`config.mk`:
```
export PLATFORM = sky130hd
export DESIGN_NAME = baud_gen_frac
export DESIGN_NICKNAME = d
export VERILOG_FILES = /design/src/rtl/baud_pkg.sv /design/src/rtl/baud_frac_acc.sv /design/src/rtl/baud_gen_frac.sv
export SDC_FILE = /design/constraint.sdc
export NUM_CORES = 1
export LEC_CHECK = 0
export BUFFER_PORTS_ARGS = -buffer_cell sky130_fd_sc_hd__buf_2
export CAP_MARGIN = 10
export CORE_UTILIZATION = 25
export DETAILED_ROUTE_END_ITERATION = 8
export PLACE_DENSITY = 0.46
export SLEW_MARGIN = 20
export SYNTH_ARGS = -nofsm -noshare
export SYNTH_HDL_FRONTEND = slang
export SYNTH_SLANG_ARGS = --single-unit
```
`constraint.sdc`:
```
create_clock -name clk -period 3.91 [get_ports clk]
set_input_delay 0.1955 -clock clk [delete_from_list [all_inputs] [get_ports clk]]
set_output_delay 0.1955 -clock clk [all_outputs]
set_load 0.03 [all_outputs]
```
`src/rtl/baud_pkg.sv`:
```
// Shared defaults for the fractional baud generator.
package baud_pkg;

  localparam int unsigned DEF_DIV_INT_W  = 16;
  localparam int unsigned DEF_DIV_FRAC_W = 4;
  localparam int unsigned DEF_OVERSAMPLE = 16;
  localparam int unsigned DEF_DIV_INT    = 162;
  localparam int unsigned DEF_DIV_FRAC   = 12;

  function automatic int unsigned os_phase_w(input int unsigned os);
    return (os < 2) ? 1 : $clog2(os);
  endfunction

endpackage

```
`src/rtl/baud_frac_acc.sv`:
```
// Fractional accumulator: picks the length of the next oversample period.
module baud_frac_acc
  import baud_pkg::*;
#(
  parameter int unsigned DIV_INT_W  = DEF_DIV_INT_W,
  parameter int unsigned DIV_FRAC_W = DEF_DIV_FRAC_W,
  parameter int unsigned RST_LIMIT  = DEF_DIV_INT
) (
  input  logic                  clk,
  input  logic                  reset,
  input  logic                  wrap,
  input  logic                  clear,
  input  logic [DIV_INT_W-1:0]  active_int,
  input  logic [DIV_FRAC_W-1:0] active_frac,
  input  logic [DIV_INT_W-1:0]  clear_int,
  output logic [DIV_INT_W:0]    limit
);

  localparam int unsigned LIM_W = DIV_INT_W + 1;

  logic [DIV_FRAC_W-1:0] acc_q, acc_d;
  logic [LIM_W-1:0]      limit_q, limit_d;
  logic [DIV_FRAC_W:0]   sum;

  always_comb begin
    sum     = {1'b0, acc_q} + {1'b0, active_frac};
    acc_d   = acc_q;
    limit_d = limit_q;
    if (clear) begin
      acc_d   = '0;
      limit_d = {1'b0, clear_int};
    end else if (wrap) begin
      acc_d   = sum[DIV_FRAC_W-1:0];
      limit_d = {1'b0, active_int} + {{DIV_INT_W{1'b0}}, sum[DIV_FRAC_W]};
    end
  end

  always_ff @(posedge clk) begin
    if (reset) begin
      acc_q   <= '0;
      limit_q <= LIM_W'(RST_LIMIT);
    end else begin
      acc_q   <= acc_d;
      limit_q <= limit_d;
    end
  end

  assign limit = limit_q;

endmodule

```
`src/rtl/baud_gen_frac.sv`:
```
// Fractional-divisor oversample/bit tick generator with deferred divisor update.
module baud_gen_frac #(
  parameter int unsigned DIV_INT_W    = baud_pkg::DEF_DIV_INT_W,
  parameter int unsigned DIV_FRAC_W   = baud_pkg::DEF_DIV_FRAC_W,
  parameter int unsigned OVERSAMPLE   = baud_pkg::DEF_OVERSAMPLE,
  parameter int unsigned DEF_DIV_INT  = baud_pkg::DEF_DIV_INT,
  parameter int unsigned DEF_DIV_FRAC = baud_pkg::DEF_DIV_FRAC
) (
  input  logic                                       clk,
  input  logic                                       reset,
  input  logic                                       enable,
  input  logic [DIV_INT_W-1:0]                       div_int,
  input  logic [DIV_FRAC_W-1:0]                      div_frac,
  input  logic                                       div_load,
  output logic                                       div_busy,
  output logic                                       cfg_err,
  output logic                                       os_tick,
  output logic                                       bit_tick,
  output logic [baud_pkg::os_phase_w(OVERSAMPLE)-1:0] os_phase
);

  import baud_pkg::*;

  localparam int unsigned        PHASE_W    = os_phase_w(OVERSAMPLE);
  localparam int unsigned        LIM_W      = DIV_INT_W + 1;
  localparam logic [PHASE_W-1:0] PHASE_LAST = PHASE_W'(OVERSAMPLE - 1);

  logic [LIM_W-1:0]      count_q, count_d, limit;
  logic [PHASE_W-1:0]    os_phase_q, os_phase_d;
  logic                  os_tick_q, os_tick_d;
  logic                  bit_tick_q, bit_tick_d;
  logic                  busy_q, busy_d;
  logic                  cfg_err_q, cfg_err_d;
  logic [DIV_INT_W-1:0]  act_int_q, act_int_d, pend_int_q, pend_int_d;
  logic [DIV_FRAC_W-1:0] act_frac_q, act_frac_d, pend_frac_q, pend_frac_d;
  logic                  apply, wrap;

  // The apply edge restarts the period, so it never counts as a wrap.
  assign apply = busy_q && (bit_tick_q || !enable);
  assign wrap  = enable && !apply && (count_q == limit - LIM_W'(1));

  always_comb begin
    count_d     = count_q;
    os_phase_d  = os_phase_q;
    os_tick_d   = 1'b0;
    bit_tick_d  = 1'b0;
    busy_d      = busy_q;
    cfg_err_d   = 1'b0;
    act_int_d   = act_int_q;
    act_frac_d  = act_frac_q;
    pend_int_d  = pend_int_q;
    pend_frac_d = pend_frac_q;

    if (apply) begin
      count_d    = '0;
      os_phase_d = '0;
      act_int_d  = pend_int_q;
      act_frac_d = pend_frac_q;
      busy_d     = 1'b0;
    end else if (enable) begin
      if (wrap) begin
        count_d    = '0;
        os_tick_d  = 1'b1;
        bit_tick_d = (os_phase_q == PHASE_LAST);
        os_phase_d = (os_phase_q == PHASE_LAST) ? '0 : os_phase_q + PHASE_W'(1);
      end else begin
        count_d = count_q + LIM_W'(1);
      end
    end

    // A request landing on the apply edge becomes the next pending value.
    if (div_load) begin
      if (div_int >= DIV_INT_W'(2)) begin
        pend_int_d  = div_int;
        pend_frac_d = div_frac;
        busy_d      = 1'b1;
      end else begin
        cfg_err_d = 1'b1;
      end
    end
  end

  always_ff @(posedge clk) begin
    if (reset) begin
      count_q     <= '0;
      os_phase_q  <= '0;
      os_tick_q   <= 1'b0;
      bit_tick_q  <= 1'b0;
      busy_q      <= 1'b0;
      cfg_err_q   <= 1'b0;
      act_int_q   <= DIV_INT_W'(DEF_DIV_INT);
      act_frac_q  <= DIV_FRAC_W'(DEF_DIV_FRAC);
      pend_int_q  <= '0;
      pend_frac_q <= '0;
    end else begin
      count_q     <= count_d;
      os_phase_q  <= os_phase_d;
      os_tick_q   <= os_tick_d;
      bit_tick_q  <= bit_tick_d;
      busy_q      <= busy_d;
      cfg_err_q   <= cfg_err_d;
      act_int_q   <= act_int_d;
      act_frac_q  <= act_frac_d;
      pend_int_q  <= pend_int_d;
      pend_frac_q <= pend_frac_d;
    end
  end

  baud_frac_acc #(
    .DIV_INT_W (DIV_INT_W),
    .DIV_FRAC_W(DIV_FRAC_W),
    .RST_LIMIT (DEF_DIV_INT)
  ) u_frac_acc (
    .clk        (clk),
    .reset      (reset),
    .wrap       (wrap),
    .clear      (apply),
    .active_int (act_int_q),
    .active_frac(act_frac_q),
    .clear_int  (pend_int_q),
    .limit      (limit)
  );

  assign div_busy = busy_q;
  assign cfg_err  = cfg_err_q;
  assign os_tick  = os_tick_q;
  assign bit_tick = bit_tick_q;
  assign os_phase = os_phase_q;

endmodule

```
[After elaboration in Yosys (flattened, before gate mapping)]
Cells that the tools add are included.
Word-level totals
  memories: 0
  memory bits (read-only): 0
  bits in registers: 86
  latch bits: 0
  logic and storage cells: 46
  bits in writable memories: 0
  input bits: 24
  output and inout port bits: 8
Cells by class
  eq/ne operators: 2
  order comparisons: 1
  bitwise operators: 3
  $mul: 0
  shifts and indexed selects: 0
  reduce and logical (&&, ||, !) cells: 13
  divide/modulo/power cells: 0
  add/sub/neg operators: 5
  multiplexer cells: 9
Operators with widths (count)
  16-bit 2-to-1 mux: 2
  16-bit by 1-bit adder with 17-bit output: 1
  17-bit by 1-bit adder with 17-bit output (second input constant): 1
  17-bit equality test: 1
  17-bit 2-to-1 mux: 1
  17-bit by 1-bit subtractor with 17-bit output (second input constant): 1
  16-bit by 2-bit >= comparator with 1-bit output (second input constant): 1
  4-bit by 4-bit adder with 5-bit output: 1
  1-bit 2-to-1 mux: 5
  4-bit by 1-bit adder with 4-bit output (second input constant): 1
  4-bit equality test (second input constant): 1
  4-bit 2-to-1 mux: 1
  2-bit AND reduction: 2
  2-bit OR reduction: 2
  4-bit OR reduction: 1
  1-bit logical AND: 3
  1-bit inverter: 3
  3-bit OR reduction: 1
  1-bit zero test: 2
  2-bit nonzero test: 1
  1-bit logical OR: 1

[Longest topological paths before layout]
Gate-level depths: netlist (run 1).
  depth after elaboration: 8
  depth in mapped cells: 14
  mapped depth without buffers: 14

[Hierarchy]
A second synthesis (run 1) with hierarchy kept.
Unflattened totals
  cell total of the unflattened synthesis: 534
  area total of the unflattened synthesis: 4434.3 um^2
Modules (own cells, without submodules)
  baud_gen_frac: cells an instance 379, instances 1, seq. area each 1301.2 um^2, area each 3118.0 um^2
  baud_frac_acc: cells an instance 155, instances 1, seq. area each 420.4 um^2, area each 1316.3 um^2

[Worst setup path after synthesis (run 1)]
No wires, ideal clock.
  kind: reg2reg
  start: reg u_frac_acc.limit_q[0], in the netlist u_frac_acc.limit[0]
  end: reg u_frac_acc.limit_q[11], in the netlist u_frac_acc.limit[11]
  cell stages (with the launch flop): 12
  library setup time: 0.120 ns
  setup slack: 0.726 ns
  clock period less this slack: 3.184 ns
  path buffers: 2
  data arrival time: 3.064 ns
  data required time: 3.790 ns
  path through: dfxtp_1 > clkbuf_1 > inv_1 > ha_1 > nor3b_1 > a21boi_0 > or4_1 > or4_1 > or4_4 > buf_6 > and3_1 > a211o_1
On the way
  cells in the longest elaborated chain, start to end: 4
RTL lines
  start: declaration: line baud_frac_acc.sv:22  | logic [LIM_W-1:0] limit_q, limit_d;
  start signal: assignment: line baud_frac_acc.sv:41  | limit_q <= LIM_W'(RST_LIMIT);
  start signal: assignment: line baud_frac_acc.sv:44  | limit_q <= limit_d;
  17-bit by 1-bit subtractor with 17-bit output: line baud_gen_frac.sv:40  | assign wrap = enable && !apply && (count_q == limit - LIM_W'(1));
  17-bit equality test: line baud_gen_frac.sv:40
  1-bit logical AND: line baud_gen_frac.sv:40
  2-bit nonzero test (no source line)
No other way between the ends.
A chain may end at the register's enable or synchronous reset.

[Final worst setup path (run 1)]
Ends and elaborated chain as after synthesis.

==> flow_summary.toml, run 1 <==
[clock_tree]
clock_sinks = 86
root_buffer = "clkbuf_16"
insertion_delay_ns = 0.35
clkTransAtPathRegs_ns = 0.07
cts_buffer_depth = 2
hold_buffers = 0
cts_tree = "done"
cts_max_level = 3
cts_buffers = 9
post-cts-setup-buffers = 0
cts_resized = 0

[synthesis]
ys_ff_latch = 86
syn_area_um2 = 4400
synth.area.top_cells = "dfxtp_1 39%, nand2_1 7.3%, xnor2_1 5.0%"
yosysSeqAreaShare = 0.391
syn_nets = 570
async_flop_share = 0
yosys.area.top_type = "dfxtp_1"
yosysWarningCount = 0
synth_cell_types = 54
avgSynthCellArea_um2 = 8.21
synth-edff-count = 0
synth_top_area_share = 0.391
synth_ff_type = "dfxtp_1"
syn-instance-count = 536

[setup_path]
crit_type = "reg2reg"
cp_data_required_time_ns = 4.15
r2r-end = "u_frac_acc.limit[11]$_SDFFE_PP0P_"
r2r-start = "u_frac_acc.limit[0]$_SDFFE_PP0P_"
slowest_stage = "or4_4"
path_cells = "inv_1 > ha_1 > nor3b_1 > a21boi_0 > or4_1 > or4_1 > or4_4 > and3_1 > a211o_1"
cp-start-kind = "register"
cp.arrival_ns = 3.69
cp-end-kind = "register"
cp_max_fo = 23
max_stage_delay_ns = 0.67
cpMostUsedCell = "or4_1"
reg2reg_depth = 9
ff2ff_setup_slack_ns = 0.46

[power]
p_leak_nw = 2.03
ir_drop_mv = 0.376
powerDensity_nw_per_um2 = 382
p_total_mw = 1.94

[cells_and_area]
final_cell_mix = "86 x dfxtp_1, 85 x nand2_1, 53 x nor2_1"
nFillCells = 1847
final_common_cell = "dfxtp_1"
antennaDiodeCount = 0
nNetsFinal = 590
finish.utilization = 0.295
syn_to_final_growth_pct = 15.7
drive_above_1_share = 0.107

[die]
pin_count = 32
die_w_um = 135
rows = 48
dieHeight_um = 135
die_area_um2 = 18100
core_area_um2 = 17200
start_util = 0.255

[drt]
ant_nets = 0
first_pass_iters = 4
drt-total-wl_um = 10700
wire_per_inst_um = 13.6
drt_iter0_drc = 163
vias = 3748
routed_via_density = 4.77
drc_errors = 0

[grt]
grt_antenna_before_repair = 0
track_usage = 0.126
grt_max_degree = 48
grt_pass1_wl_um = 17800
grt.overflow.total = 0
grt_pass1_vias = 3506

[min_path]
min_to = "pend_frac_q[3]$_SDFFE_PP0P_"
worstHoldPathType = "in2reg"
hold_depth = 3
hp-start = "div_frac[3]"

[timing]
timing.fmax_ghz = 0.290
finalSetupTns_ns = 0
maxSlewHeadroom = 0.344
report.final.hold_viol_count = 0
fin_skew_ns = 0.00987
period_share = 0.882
whs_ns = 0.0750
rsz0062_at_grt = "false"
setup_viol = 0
min_period_ns = 3.45
slew_violations = 0
worst_pin_slew_ns = 0.982

[place]
portBuffers = 31
place_congestion = 0.793
place_hpwl_um = 7780

[outcome]
outcome = "completed"

[job]
drv_cap = 0
## synthesized netlist by cell type (all sizes together) (3+ instances only)
cell type	instances
or3	3
nor3b	5
nand3b	7
a221o	4
o211ai	4
xnor2	25
buf	6
and3	18
nand4	11
nor3	20
or4	3
ha	9
nor4	10
nand3	24
nor2	53
mux2i	20
nand2	85
o21ai	4
xor2	23
inv	10
dfxtp	86
nor2b	7
a21oi	33
clkbuf	24
nand2b	6
and4	3
a211o	5
## flip-flops by register name (all words and copies together) (netlist names)
register and cells:
div_busy 1, u_frac_acc.acc_q 4, cfg_err 1, u_frac_acc.limit 17, os_phase 4, act_int_q 16
pend_int_q 16, act_frac_q 4, os_tick 1, pend_frac_q 4, count_q 17, bit_tick 1
## cells by family (layout without fill, tap and decap cells)
family,count (synthesis),count (layout),share of synthesized area
AOI/OAI and AO/OA,68,68,0.102
muxes,20,20,0.0455
buffers and inverters,40,65,0.0387
adders and majority gates,10,10,0.0302
and+or+nand+nor,264,264,0.297
DFF,86,86,0.391
xor gates and xnor gates,48,48,0.0956
## worst max path at each step
| stage | startpoint | to | slack, ns | cells after the start |
|---|---|---|---|---|
| floorplan | u_frac_acc.limit[0]$_SDFFE_PP0P_ | u_frac_acc.limit[11]$_SDFFE_PP0P_ | 0.73 | 11 |
| global placement | u_frac_acc.limit[0]$_SDFFE_PP0P_ | u_frac_acc.limit[11]$_SDFFE_PP0P_ | 0.57 | 9 |
| detailed placement | u_frac_acc.limit[0]$_SDFFE_PP0P_ | u_frac_acc.limit[11]$_SDFFE_PP0P_ | 0.48 | 9 |
| CTS | u_frac_acc.limit[0]$_SDFFE_PP0P_ | u_frac_acc.limit[11]$_SDFFE_PP0P_ | 0.45 | 9 |
| global route | u_frac_acc.limit[0]$_SDFFE_PP0P_ | u_frac_acc.limit[4]$_SDFFE_PP0P_ | 0.23 | 9 |
| finish | u_frac_acc.limit[0]$_SDFFE_PP0P_ | u_frac_acc.limit[11]$_SDFFE_PP0P_ | 0.46 | 9 |
## area by class of cell
class | count | area (µm²) | area share
clock buffers | 9 | 225 | 0.0443
multi-input cells | 410 | 2510 | 0.494
well taps | 225 | 282 | 0.0553
flip-flops and latches | 86 | 1720 | 0.338
inverters | 10 | 37.5 | 0.00738
repair buffers | 39 | 228 | 0.0448
clock inverters | 7 | 78.8 | 0.0155
## power by group
group	switching (mW)	internal [mW]	leakage, nW	total [mW]
registers	0.0298	0.901	0.699	0.931
clock network	0.377	0.503	0.151	0.879
logic	0.0789	0.0556	1.18	0.134
total	0.485	1.46	2.03	1.94
## layer usage
layer | routed length [µm] | GRT usage
met1 | 5420 | 0.166
met2 | 4790 | 0.200
met3 | 378 | 0.0289
met4 | 116 | 0.0468
met5 | 0 | 0
## worst max-delay path, delay by kind of cell, from the launching register on
kind	cells	cell delay [ns]
AO/OA/AOI/OAI	2	0.39
adder cells (fa/ha/maj)	1	0.26
buffers and inverters	1	0.09
flip-flops	1	0.38
AND/OR/NAND/NOR	5	2.21
## through the flow
step           setup slack, ns  std cells  area (µm²)
6_report                 0.462        786        5090
5_1_grt                  0.228        786        5090
4_1_cts                  0.453        786        5090
3_5_place_dp             0.477        770        4780
3_3_place_gp             0.565        770        4780
2_1_floorplan            0.726        536        4400
No activity file was read; power rests on OpenSTA's default activity.
==> run 2: changes to the inputs <==
SYNTH_HIERARCHICAL = 1   (was not set)
==> flow_summary.toml, run 2 <==
[synthesis]
synth.area.top_cells = "dfxtp_1 39%, nand2_1 7.0%, xnor2_1 5.9%"
avgSynthCellArea_um2 = 8.30
yosys.area.top_type = "dfxtp_1"
synth_most_common_cell = "dfxtp_1"
ys_ff_latch = 86
yosysSeqAreaShare = 0.388
synth_ff_type = "dfxtp_1"
synthTopCellsByCount = "86 x dfxtp_1, 83 x nand2_1, 52 x nor2_1"
syn_area_um2 = 4430
syn-instance-count = 534
synth_top_area_share = 0.388
async_flop_share = 0
syn_nets = 568
synth-edff-count = 0
synth_cell_types = 51
yosysWarningCount = 6

[cells_and_area]
final_common_cell = "dfxtp_1"
nNetsFinal = 584
finish.utilization = 0.295
syn_to_final_growth_pct = 15.1
antennaDiodeCount = 0
drive_above_1_share = 0.108
final_cells = 779
final_cell_mix = "86 x dfxtp_1, 83 x nand2_1, 52 x nor2_1"

[place]
post-place-ws_ns = 0.704
dp.cells = 764
portBuffers = 31
place_hpwl_um = 7730
place_congestion = 0.813

[power]
ir_drop_mv = 0.308
powerDensity_nw_per_um2 = 391
p_total_mw = 1.99
p_leak_nw = 1.89

[setup_path]
cp_max_fo = 18
cp.arrival_ns = 3.42
cp_data_required_time_ns = 4.14
crit_type = "reg2reg"
cp-start-kind = "register"
cp-end-kind = "register"
reg2reg_depth = 14

[drt]
drt-total-wl_um = 10700
wire_per_inst_um = 13.7
ant_nets = 0
drt_iter0_drc = 230
first_pass_iters = 4
routed_via_density = 4.69
vias = 3651
drc_errors = 0

[clock_tree]
clkTransAtPathRegs_ns = 0.07
cts_buffer_depth = 2
cts_tree = "done"
insertion_delay_ns = 0.34
hold_buffers = 0
cts_buffers = 9
root_buffer = "clkbuf_16"
cts_resized = 0
cts_max_level = 3
clock_sinks = 86
post-cts-setup-buffers = 0

[timing]
setup_viol = 0
timing.fmax_ghz = 0.314
min_period_ns = 3.19
maxSlewHeadroom = 0.326
finalSetupTns_ns = 0
report.final.hold_viol_count = 0
fin_skew_ns = 0.00912
rsz0062_at_grt = "false"
period_share = 0.815
finalWorstSetupSlack_ns = 0.725
worst_pin_slew_ns = 1.01
slew_violations = 0

[die]
pin_count = 32
core_area_um2 = 17300
dieHeight_um = 135
die_w_um = 135
rows = 48
start_util = 0.256
die_area_um2 = 18300

[grt]
grt_pass1_wl_um = 18000
grt_pass1_vias = 3452
track_usage = 0.127
grt_antenna_before_repair = 0
grt.overflow.total = 0
grt_max_degree = 64

[outcome]
outcome = "completed"

[job]
drv_cap = 0

[min_path]
hold_depth = 3
worstHoldPathType = "in2reg"
-- run 2: cell types whose count changed in the layout (fill, tap and decap cells not counted), moves of 4 or more --
cell,before,now
a21oi_1,33,48
and3_1,18,3
nor3_1,20,9
nor3b_1,5,14
o22ai_1,0,8
nor2b_1,7,0
nand3_1,24,19
xnor2_1,25,30
xor2_1,23,18
a221o_1,4,0
-- run 2: worst max-delay path, stage by stage (launching register included) --
cell      delay (ns)
dfxtp_1         0.35
inv_1           0.07
ha_1            0.24
nor4b_1         0.37
and2_1          0.25
a221oi_1        0.10
o211a_1         0.26
a211oi_1        0.35
nand2_1         0.15
inv_1           0.09
buf_4           0.22
nor3b_1         0.07
a21oi_1         0.12
o32ai_1         0.09
or3_1           0.32
-- run 2: per-stage QoR --
stage | cell area [µm²] | hold slack, ns
4_1_cts | 5100 | 0.0722
2_1_floorplan | 4430 | 0.331
5_1_grt | 5100 | 0.0799
3_5_place_dp | 4780 | 0.435
3_3_place_gp | 4780 | 0.427
6_report | 5100 | 0.0872
-- run 2: final timing paths --
path | startpoint | end | slack [ns]
min reg2reg | pend_frac_q[1]$_SDFFE_PP0P_ | act_frac_q[1]$_SDFFE_PP0P_ | 0.46
max reg2reg | u_frac_acc/limit[0]$_SDFFE_PP0P_ | u_frac_acc/limit[15]$_SDFFE_PP0P_ | 0.72
min | div_frac[1] | pend_frac_q[1]$_SDFFE_PP0P_ | 0.09
max | u_frac_acc/limit[0]$_SDFFE_PP0P_ | u_frac_acc/limit[15]$_SDFFE_PP0P_ | 0.72
-- run 2: report_power, final --
group	switching [mW]	internal, mW	total [mW]
registers	0.0299	0.901	0.931
logic	0.0807	0.0552	0.136
clock network	0.351	0.575	0.927
-- run 2: layout make-up --
type	instances	area (µm²)
clock buffer	10	239
clock inverter	5	82.6
fill	1872	12200
inverter	11	41.3
multi-input combinational	406	2540
sequential	86	1720
tap	225	282
timing repair buffer	36	193
-- run 2: logic make-up after synthesis --
kind of cell / share of synthesized area
muxes: 0.0384
xor gates and xnor gates: 0.0948
DFF: 0.388
adders and majority gates: 0.0299
AOI/OAI and AO/OA: 0.120
buffers and inverters: 0.0381
and+or+nand+nor: 0.290
-- run 2: metal layers --
layer,share of wire,vias to the layer above,GRT usage
li1,-,1903,-
met1,0.50,1675,0.171
met2,0.44,60,0.195
met3,0.045,13,0.0389
met4,0.014,0,0.0368
met5,0,-,0
